--- src/rtl/controlpack.sv ---
// controlpack: shared control-path types.
//   mem_ctrl_op_e : memory operation encoding used by requesters and memory
//   arb_state_e   : mem_arbiter FSM states
//   arb_port_e    : mem_arbiter requester port identifiers
//   is_request()  : true only for legal, non-NOP operations
package controlpack;

    typedef enum logic [1:0] {
        MEM_NOP   = 2'b00,
        MEM_READ  = 2'b01,
        MEM_WRITE = 2'b10
    } mem_ctrl_op_e;

    typedef enum logic [1:0] {
        ST_IDLE    = 2'b00,
        ST_BUSY    = 2'b01,
        ST_RELEASE = 2'b10
    } arb_state_e;

    typedef enum logic {
        ARB_P0 = 1'b0,
        ARB_P1 = 1'b1
    } arb_port_e;

    // The unused encoding 2'b11 is deliberately not a request.
    function automatic logic is_request(input logic [1:0] op);
        return (op == MEM_READ) || (op == MEM_WRITE);
    endfunction

endpackage

--- src/rtl/mem_arbiter_if.sv ---
// mem_arbiter_if: bus bundle between two requesters, the arbiter and memory.
//   req0_* / req1_* : requester op/addr/wdata in, rdata/done out
//   mem_*           : memory op/addr/wdata out, rdata/done in
//   grant, err      : owning port and timeout pulse
// Modports:
//   slave  : the arbiter's view
//   master : the environment's view (requesters + memory)
interface mem_arbiter_if #(
    parameter int ADDR_WIDTH = 8,
    parameter int DATA_WIDTH = 8
);

    logic [1:0]            req0_op;
    logic [ADDR_WIDTH-1:0] req0_addr;
    logic [DATA_WIDTH-1:0] req0_wdata;
    logic [DATA_WIDTH-1:0] req0_rdata;
    logic                  req0_done;

    logic [1:0]            req1_op;
    logic [ADDR_WIDTH-1:0] req1_addr;
    logic [DATA_WIDTH-1:0] req1_wdata;
    logic [DATA_WIDTH-1:0] req1_rdata;
    logic                  req1_done;

    logic [1:0]            mem_op;
    logic [ADDR_WIDTH-1:0] mem_addr;
    logic [DATA_WIDTH-1:0] mem_wdata;
    logic [DATA_WIDTH-1:0] mem_rdata;
    logic                  mem_done;

    logic                  grant;
    logic                  err;

    modport slave (
        input  req0_op, req0_addr, req0_wdata,
        output req0_rdata, req0_done,
        input  req1_op, req1_addr, req1_wdata,
        output req1_rdata, req1_done,
        output mem_op, mem_addr, mem_wdata,
        input  mem_rdata, mem_done,
        output grant, err
    );

    modport master (
        output req0_op, req0_addr, req0_wdata,
        input  req0_rdata, req0_done,
        output req1_op, req1_addr, req1_wdata,
        input  req1_rdata, req1_done,
        input  mem_op, mem_addr, mem_wdata,
        output mem_rdata, mem_done,
        input  grant, err
    );

endinterface

--- src/rtl/arb_timeout.sv ---
// arb_timeout: loadable up-counter with clear and enable, flagging expiry.
//   clock, reset   : clock, asynchronous active-low reset
//   i_clear        : force count to zero (highest priority)
//   i_load         : load i_load_value
//   i_load_value   : value loaded when i_load is high
//   i_enable       : increment count
//   o_expired      : count equals TIMEOUT_CYCLES-1 (never when TIMEOUT_CYCLES=0)
module arb_timeout #(
    parameter  int TIMEOUT_CYCLES = 16,
    localparam int CW = (TIMEOUT_CYCLES > 0) ? $clog2(TIMEOUT_CYCLES + 1) : 1
) (
    input  logic          clock,
    input  logic          reset,
    input  logic          i_clear,
    input  logic          i_load,
    input  logic [CW-1:0] i_load_value,
    input  logic          i_enable,
    output logic          o_expired
);

    logic [CW-1:0] r_count;

    always_ff @(posedge clock or negedge reset) begin
        if (!reset) begin
            r_count <= '0;
        end else if (i_clear) begin
            r_count <= '0;
        end else if (i_load) begin
            r_count <= i_load_value;
        end else if (i_enable) begin
            r_count <= r_count + 1'b1;
        end
    end

    generate
        if (TIMEOUT_CYCLES == 0) begin : g_disabled
            assign o_expired = 1'b0;
        end else begin : g_enabled
            assign o_expired = (r_count == CW'(TIMEOUT_CYCLES - 1));
        end
    endgenerate

endmodule

--- src/rtl/mem_arbiter.sv ---
// mem_arbiter: round-robin sharing of one memory port between two requesters
// (port 0 = CPU control path, port 1 = loader/debug path).
//   clock, reset : clock, asynchronous active-low reset
//   bus          : mem_arbiter_if.slave carrying
//                  req0/req1 op/addr/wdata in, rdata/done out,
//                  mem op/addr/wdata out, mem rdata/done in,
//                  grant (owning port, valid in BUSY), err (timeout pulse)
// A granted transaction is latched and forwarded; completion (or timeout)
// pulses the owner's done for the single RELEASE cycle.
module mem_arbiter
    import controlpack::*;
#(
    parameter int ADDR_WIDTH     = 8,
    parameter int DATA_WIDTH     = 8,
    parameter int TIMEOUT_CYCLES = 16
) (
    input  logic          clock,
    input  logic          reset,
    mem_arbiter_if.slave  bus
);

    localparam int CW = (TIMEOUT_CYCLES > 0) ? $clog2(TIMEOUT_CYCLES + 1) : 1;

    arb_state_e            r_state;
    arb_port_e             r_rr;
    arb_port_e             r_grant;
    mem_ctrl_op_e          r_mem_op;
    logic [ADDR_WIDTH-1:0] r_mem_addr;
    logic [DATA_WIDTH-1:0] r_mem_wdata;
    logic [DATA_WIDTH-1:0] r_rdata0;
    logic [DATA_WIDTH-1:0] r_rdata1;
    logic                  r_done0;
    logic                  r_done1;
    logic                  r_err;

    logic                  w_req0;
    logic                  w_req1;
    arb_port_e             w_pick;
    logic                  w_start;
    logic [1:0]            w_pick_op;
    logic [ADDR_WIDTH-1:0] w_pick_addr;
    logic [DATA_WIDTH-1:0] w_pick_wdata;
    logic                  w_tmo_enable;
    logic                  w_expired;

    assign w_req0 = is_request(bus.req0_op);
    assign w_req1 = is_request(bus.req1_op);

    // Contention goes to the round-robin pointer; otherwise to whoever asks.
    assign w_pick = (w_req0 && w_req1) ? r_rr :
                    (w_req1 ? ARB_P1 : ARB_P0);

    assign w_start      = (r_state == ST_IDLE) && (w_req0 || w_req1);
    assign w_pick_op    = (w_pick == ARB_P1) ? bus.req1_op    : bus.req0_op;
    assign w_pick_addr  = (w_pick == ARB_P1) ? bus.req1_addr  : bus.req0_addr;
    assign w_pick_wdata = (w_pick == ARB_P1) ? bus.req1_wdata : bus.req0_wdata;

    // Counts only BUSY cycles without completion; cleared on every grant.
    assign w_tmo_enable = (r_state == ST_BUSY) && !bus.mem_done;

    arb_timeout #(
        .TIMEOUT_CYCLES (TIMEOUT_CYCLES)
    ) u_timeout (
        .clock        (clock),
        .reset        (reset),
        .i_clear      (w_start),
        .i_load       (1'b0),
        .i_load_value ({CW{1'b0}}),
        .i_enable     (w_tmo_enable),
        .o_expired    (w_expired)
    );

    always_ff @(posedge clock or negedge reset) begin
        if (!reset) begin
            r_state     <= ST_IDLE;
            r_rr        <= ARB_P0;
            r_grant     <= ARB_P0;
            r_mem_op    <= MEM_NOP;
            r_mem_addr  <= '0;
            r_mem_wdata <= '0;
            r_rdata0    <= '0;
            r_rdata1    <= '0;
            r_done0     <= 1'b0;
            r_done1     <= 1'b0;
            r_err       <= 1'b0;
        end else begin
            case (r_state)
                ST_IDLE: begin
                    if (w_start) begin
                        r_mem_op    <= mem_ctrl_op_e'(w_pick_op);
                        r_mem_addr  <= w_pick_addr;
                        r_mem_wdata <= w_pick_wdata;
                        r_grant     <= w_pick;
                        r_rr        <= (w_pick == ARB_P0) ? ARB_P1 : ARB_P0;
                        r_state     <= ST_BUSY;
                    end else begin
                        r_mem_op    <= MEM_NOP;
                    end
                end

                ST_BUSY: begin
                    // Completion wins over a timeout landing in the same cycle.
                    if (bus.mem_done) begin
                        r_mem_op <= MEM_NOP;
                        if (r_grant == ARB_P1) begin
                            r_done1 <= 1'b1;
                            if (r_mem_op == MEM_READ) begin
                                r_rdata1 <= bus.mem_rdata;
                            end
                        end else begin
                            r_done0 <= 1'b1;
                            if (r_mem_op == MEM_READ) begin
                                r_rdata0 <= bus.mem_rdata;
                            end
                        end
                        r_state <= ST_RELEASE;
                    end else if (w_expired) begin
                        r_mem_op <= MEM_NOP;
                        r_err    <= 1'b1;
                        if (r_grant == ARB_P1) begin
                            r_done1 <= 1'b1;
                        end else begin
                            r_done0 <= 1'b1;
                        end
                        r_state <= ST_RELEASE;
                    end
                end

                ST_RELEASE: begin
                    // Requests seen here predate the done pulse, so skip them.
                    r_done0 <= 1'b0;
                    r_done1 <= 1'b0;
                    r_err   <= 1'b0;
                    r_state <= ST_IDLE;
                end

                default: begin
                    r_mem_op <= MEM_NOP;
                    r_done0  <= 1'b0;
                    r_done1  <= 1'b0;
                    r_err    <= 1'b0;
                    r_state  <= ST_IDLE;
                end
            endcase
        end
    end

    assign bus.mem_op     = r_mem_op;
    assign bus.mem_addr   = r_mem_addr;
    assign bus.mem_wdata  = r_mem_wdata;
    assign bus.req0_rdata = r_rdata0;
    assign bus.req1_rdata = r_rdata1;
    assign bus.req0_done  = r_done0;
    assign bus.req1_done  = r_done1;
    assign bus.grant      = r_grant;
    assign bus.err        = r_err;

endmodule
--- src/flat_wrapper.sv ---
// flat-port wrapper written by rule: the top's interface ports become plain ports
module mem_arbiter_flat import controlpack::*;
#(
    parameter int ADDR_WIDTH     = 8,
    parameter int DATA_WIDTH     = 8,
    parameter int TIMEOUT_CYCLES = 16
)
  (clock, reset, bus_req0_op, bus_req0_addr, bus_req0_wdata, bus_req0_rdata, bus_req0_done, bus_req1_op, bus_req1_addr, bus_req1_wdata, bus_req1_rdata, bus_req1_done, bus_mem_op, bus_mem_addr, bus_mem_wdata, bus_mem_rdata, bus_mem_done, bus_grant, bus_err);
  mem_arbiter_if #(.ADDR_WIDTH(ADDR_WIDTH), .DATA_WIDTH(DATA_WIDTH)) bus_i ();
  input  logic clock;
  input  logic reset;
  input wire logic [$bits(bus_i.req0_op)-1:0] bus_req0_op;
  input wire logic [$bits(bus_i.req0_addr)-1:0] bus_req0_addr;
  input wire logic [$bits(bus_i.req0_wdata)-1:0] bus_req0_wdata;
  output wire logic [$bits(bus_i.req0_rdata)-1:0] bus_req0_rdata;
  output wire logic [$bits(bus_i.req0_done)-1:0] bus_req0_done;
  input wire logic [$bits(bus_i.req1_op)-1:0] bus_req1_op;
  input wire logic [$bits(bus_i.req1_addr)-1:0] bus_req1_addr;
  input wire logic [$bits(bus_i.req1_wdata)-1:0] bus_req1_wdata;
  output wire logic [$bits(bus_i.req1_rdata)-1:0] bus_req1_rdata;
  output wire logic [$bits(bus_i.req1_done)-1:0] bus_req1_done;
  output wire logic [$bits(bus_i.mem_op)-1:0] bus_mem_op;
  output wire logic [$bits(bus_i.mem_addr)-1:0] bus_mem_addr;
  output wire logic [$bits(bus_i.mem_wdata)-1:0] bus_mem_wdata;
  input wire logic [$bits(bus_i.mem_rdata)-1:0] bus_mem_rdata;
  input wire logic [$bits(bus_i.mem_done)-1:0] bus_mem_done;
  output wire logic [$bits(bus_i.grant)-1:0] bus_grant;
  output wire logic [$bits(bus_i.err)-1:0] bus_err;
  assign bus_i.req0_op = bus_req0_op;
  assign bus_i.req0_addr = bus_req0_addr;
  assign bus_i.req0_wdata = bus_req0_wdata;
  assign bus_req0_rdata = bus_i.req0_rdata;
  assign bus_req0_done = bus_i.req0_done;
  assign bus_i.req1_op = bus_req1_op;
  assign bus_i.req1_addr = bus_req1_addr;
  assign bus_i.req1_wdata = bus_req1_wdata;
  assign bus_req1_rdata = bus_i.req1_rdata;
  assign bus_req1_done = bus_i.req1_done;
  assign bus_mem_op = bus_i.mem_op;
  assign bus_mem_addr = bus_i.mem_addr;
  assign bus_mem_wdata = bus_i.mem_wdata;
  assign bus_i.mem_rdata = bus_mem_rdata;
  assign bus_i.mem_done = bus_mem_done;
  assign bus_grant = bus_i.grant;
  assign bus_err = bus_i.err;
  mem_arbiter #(.ADDR_WIDTH(ADDR_WIDTH), .DATA_WIDTH(DATA_WIDTH), .TIMEOUT_CYCLES(TIMEOUT_CYCLES)) u_core (.clock(clock), .reset(reset), .bus(bus_i));
endmodule
--- config.mk ---
export PLATFORM = sky130hd
export DESIGN_NAME = mem_arbiter_flat
export DESIGN_NICKNAME = d
export VERILOG_FILES = /design/src/rtl/controlpack.sv /design/src/rtl/mem_arbiter_if.sv /design/src/rtl/arb_timeout.sv /design/src/rtl/mem_arbiter.sv /design/src/flat_wrapper.sv
export SDC_FILE = /design/constraint.sdc
export NUM_CORES = 1
export LEC_CHECK = 0
export ABC_AREA = 1
export CORE_MARGIN = 3
export CORE_UTILIZATION = 39
export DETAILED_ROUTE_END_ITERATION = 10
export PLACE_DENSITY = 0.73
export SYNTH_ARGS = -nofsm -noshare
export SYNTH_HDL_FRONTEND = slang
export SYNTH_SLANG_ARGS = --single-unit
--- constraint.sdc ---
create_clock -name clock -period 1.4 [get_ports clock]
set_clock_uncertainty 0.1 [all_clocks]
set_input_delay 0.42 -clock clock [delete_from_list [all_inputs] [get_ports clock]]
set_output_delay 0.42 -clock clock [all_outputs]
set_load 0.01 [all_outputs]
==> results.py <==
metrics = {
    "die": {
        "start_util": 0.418,
        "core_mm2": 0.00527,
        "die_x_um": 81.2,
        "die_h_um": 81.2,
        "die_area_mm2": 0.00659,
        "rows": 26,
        "io_pins": 85,
    },
    "critical_path": {
        "start_kind": "register",
        "cp.required_ns": 1.49,
        "path_class": "register to register",
        "arrival_ns": 1.52,
        "endpoint_kind": "register",
        "r2r_cells": 6,
        "crit_fanout": 8,
    },
    "cts": {
        "clock_path_buffers": 2,
        "cts.sinks": 46,
        "cts_made_buffers": 5,
        "clk_pin_slew_ns": 0.08,
        "cts_tree": "done",
        "htree_levels": 2,
        "root_buffer": "clkbuf_8",
        "clock_latency_ns": 0.29,
    },
    "yosys": {
        "synthesis.area_mm2": 0.00220,
        "yosysWarningCount": 0,
        "netlist_instances": 274,
        "ys_seq_elements": 46,
        "synthesis.nets": 323,
        "synth_cell_types": 21,
        "syn_avg_cell_area_um2": 8.04,
        "ys_seq_area_frac": 0.522,
    },
    "min_path": {
        "whs_path_depth": 5,
        "hold_path_class": "input port to register",
    },
    "final_layout": {
        "fin_nets": 443,
        "drive_above_1_share": 0.375,
        "nFillCells": 440,
        "finish.utilization": 0.673,
        "stdcell_count": 465,
        "area_growth_syn_to_layout_pct": 60.9,
        "multiInputGateArea_mm2": 0.00106,
        "diodes": 0,
        "seq_area_mm2": 0.00115,
    },
    "drt": {
        "routedWlPerCell_um": 13.1,
        "drt_iter0_drc": 102,
        "wirelength_um": 6110,
        "viasPerCell": 4.71,
        "drc": 0,
        "vias": 2188,
        "drt_first_pass_iters": 4,
        "drtAntennaViolNets": 0,
    },
    "global_routing": {
        "antenna_found_initial": 0,
        "grt_max_degree": 37,
        "overflow": 0,
        "grt_pass1_wl_um": 9720,
        "grt_pass1_vias": 2126,
        "track_usage": 0.189,
    },
    "timing": {
        "fin_crit_sh": 1.02,
        "fmax_ghz": 0.699,
        "worstMarginPinSlew_ns": 0.273,
        "fin_ws_ns": -0.0296,
        "setup-violations-final": 10,
        "rsz0062_at_grt": "yes",
        "hold_violations": 0,
        "fin_crit_ns": 1.43,
        "max_slew_margin": 0.818,
        "slew_viol_final": 0,
    },
    "pwr": {
        "p_per_area_mw_per_mm2": 1810,
        "leakagePower_nw": 1.90,
        "peakVddDrop_mv": 0.918,
    },
    "outcome": {
        "status": "finished with violations",
        "violations": "setup timing",
    },
    "run": {
        "cap_violations": 0,
    },
    "place": {
        "gp_congestion": 0.789,
        "pre_cts_slack_ns": -0.463,
        "port_buffers": 84,
        "hpwl_um": 4170,
        "dp.cells": 440,
    },
}
-- synthesized netlist by cell type --
library cell / instances / area (um^2)
xnor2_1: 1 / 8.76
nor2_1: 6 / 22.5
buf_6: 2 / 22.5
buf_4: 2 / 15.0
nand2_1: 131 / 492
inv_1: 23 / 86.3
a21oi_1: 1 / 5.00
nor2_4: 1 / 11.3
buf_2: 6 / 30.0
nor3_4: 1 / 16.3
o21ai_0: 9 / 45.0
and3_1: 1 / 6.26
o21ai_2: 8 / 70.1
nand3_1: 20 / 100
o21ai_1: 8 / 40.0
xor2_1: 1 / 8.76
nand2_2: 1 / 6.26
nand3_2: 3 / 30.0
dfrtp_1: 46 / 1150
ha_1: 2 / 25.0
nand2_4: 1 / 11.3
-- power by group --
part           internal [W]  leakage (nW)  switching [W]
combinational       0.00161          1.24        0.00168
clock              0.000499        0.0575       0.000418
sequential          0.00188         0.594       0.000339
total               0.00399          1.90        0.00244
-- cell type report --
cell class	instances	share of cell area
inverters	23	0.0251
multi-input cells	195	0.300
well taps	70	0.0247
clock buffers	8	0.0311
flip-flops and latches	46	0.325
repair buffers	123	0.294
-- flip-flops by register name (all words and copies together), names as in the netlist --
register,flops
u_core.bus.err,1
u_core.bus.grant,1
u_core.bus.mem_addr,8
u_core.bus.mem_op,2
u_core.bus.mem_wdata,8
u_core.bus.req0_done,1
u_core.bus.req0_rdata,8
u_core.bus.req1_done,1
u_core.bus.req1_rdata,8
u_core.r_rr,1
u_core.r_state,2
u_core.u_timeout.r_count,5
-- kinds of logic after synthesis --
logic type	synth area share
AND/OR/NAND/NOR	0.316
flip-flops	0.522
buffers and inverters	0.0698
AO/OA/AOI/OAI	0.0727
XOR/XNOR	0.00795
adder cells (fa/ha/maj)	0.0114
-- per-layer routing --
layer  global-route usage  part of all wire
met1                0.244              0.43
met2                0.326              0.51
met3               0.0344             0.043
met4               0.0507             0.012
met5                    0                 0
-- timing repair --
item	4_1_cts	5_1_grt
setup buffers	13	2
resized for setup	173	46
pin swaps	7	8
setup endpoints to repair	67	47
hold endpoints to repair	10	0
gates cloned	1	1
hold buffers	1	0
-- critical path, stage by stage, from the launching register on --
cell	delay, ns
dfrtp_2	0.48
nand2_4	0.10
nor3_4	0.18
nand3_2	0.16
buf_12	0.19
nand2_1	0.07
o21ai_2	0.05
-- per-stage QoR --
stage | area, um^2 | TNS [ns] | total power, W | hold WS (ns)
6_report | 3540 | -0.177 | 0.00643 | 0.375
5_1_grt | 3540 | -1.50 | 0.00693 | 0.406
4_1_cts | 3410 | -0.152 | 0.00622 | 0.382
3_5_place_dp | 3300 | -15.93 | 0.00533 | 0.214
3_3_place_gp | 3300 | -13.84 | 0.00526 | 0.214
2_1_floorplan | 2210 | 0 | 0.00361 | 0.0244
-- layout by cell type, fill, tap and decap left out, types with 2 or more instances in the layout --
cell             count
inv_1               18
dfrtp_1             45
nand2_4              6
o21ai_1              4
nand2_1            108
clkbuf_8             8
clkbuf_2             2
buf_2               39
clkdlybuf4s15_1      2
buf_4               28
inv_2                4
nand3_2              4
buf_6                3
nor2_1               4
o21ai_2             17
nor2_4               2
buf_12               5
nand3_1             19
o21ai_0              3
nand2_2             19
clkdlybuf4s50_1     40
-- path summary, 6_finish.rpt --
kind | slack, ns | end | startpoint
worst max-delay path | -0.03 | u_core.bus.req0_rdata[2] | u_core.r_state[0]
max in group asynchronous | 0.29 | u_core.r_state[0] | reset
worst min-delay path | 0.37 | u_core.bus.mem_op[0] | bus_req0_op[0]
worst min register to register | 0.37 | u_core.bus.mem_addr[5] | u_core.bus.mem_addr[5]
worst max register to register | -0.03 | u_core.bus.req0_rdata[2] | u_core.r_state[0]
min in group asynchronous | 0.44 | u_core.u_timeout.r_count[1] | reset
(Power assumes the default switching activity.)
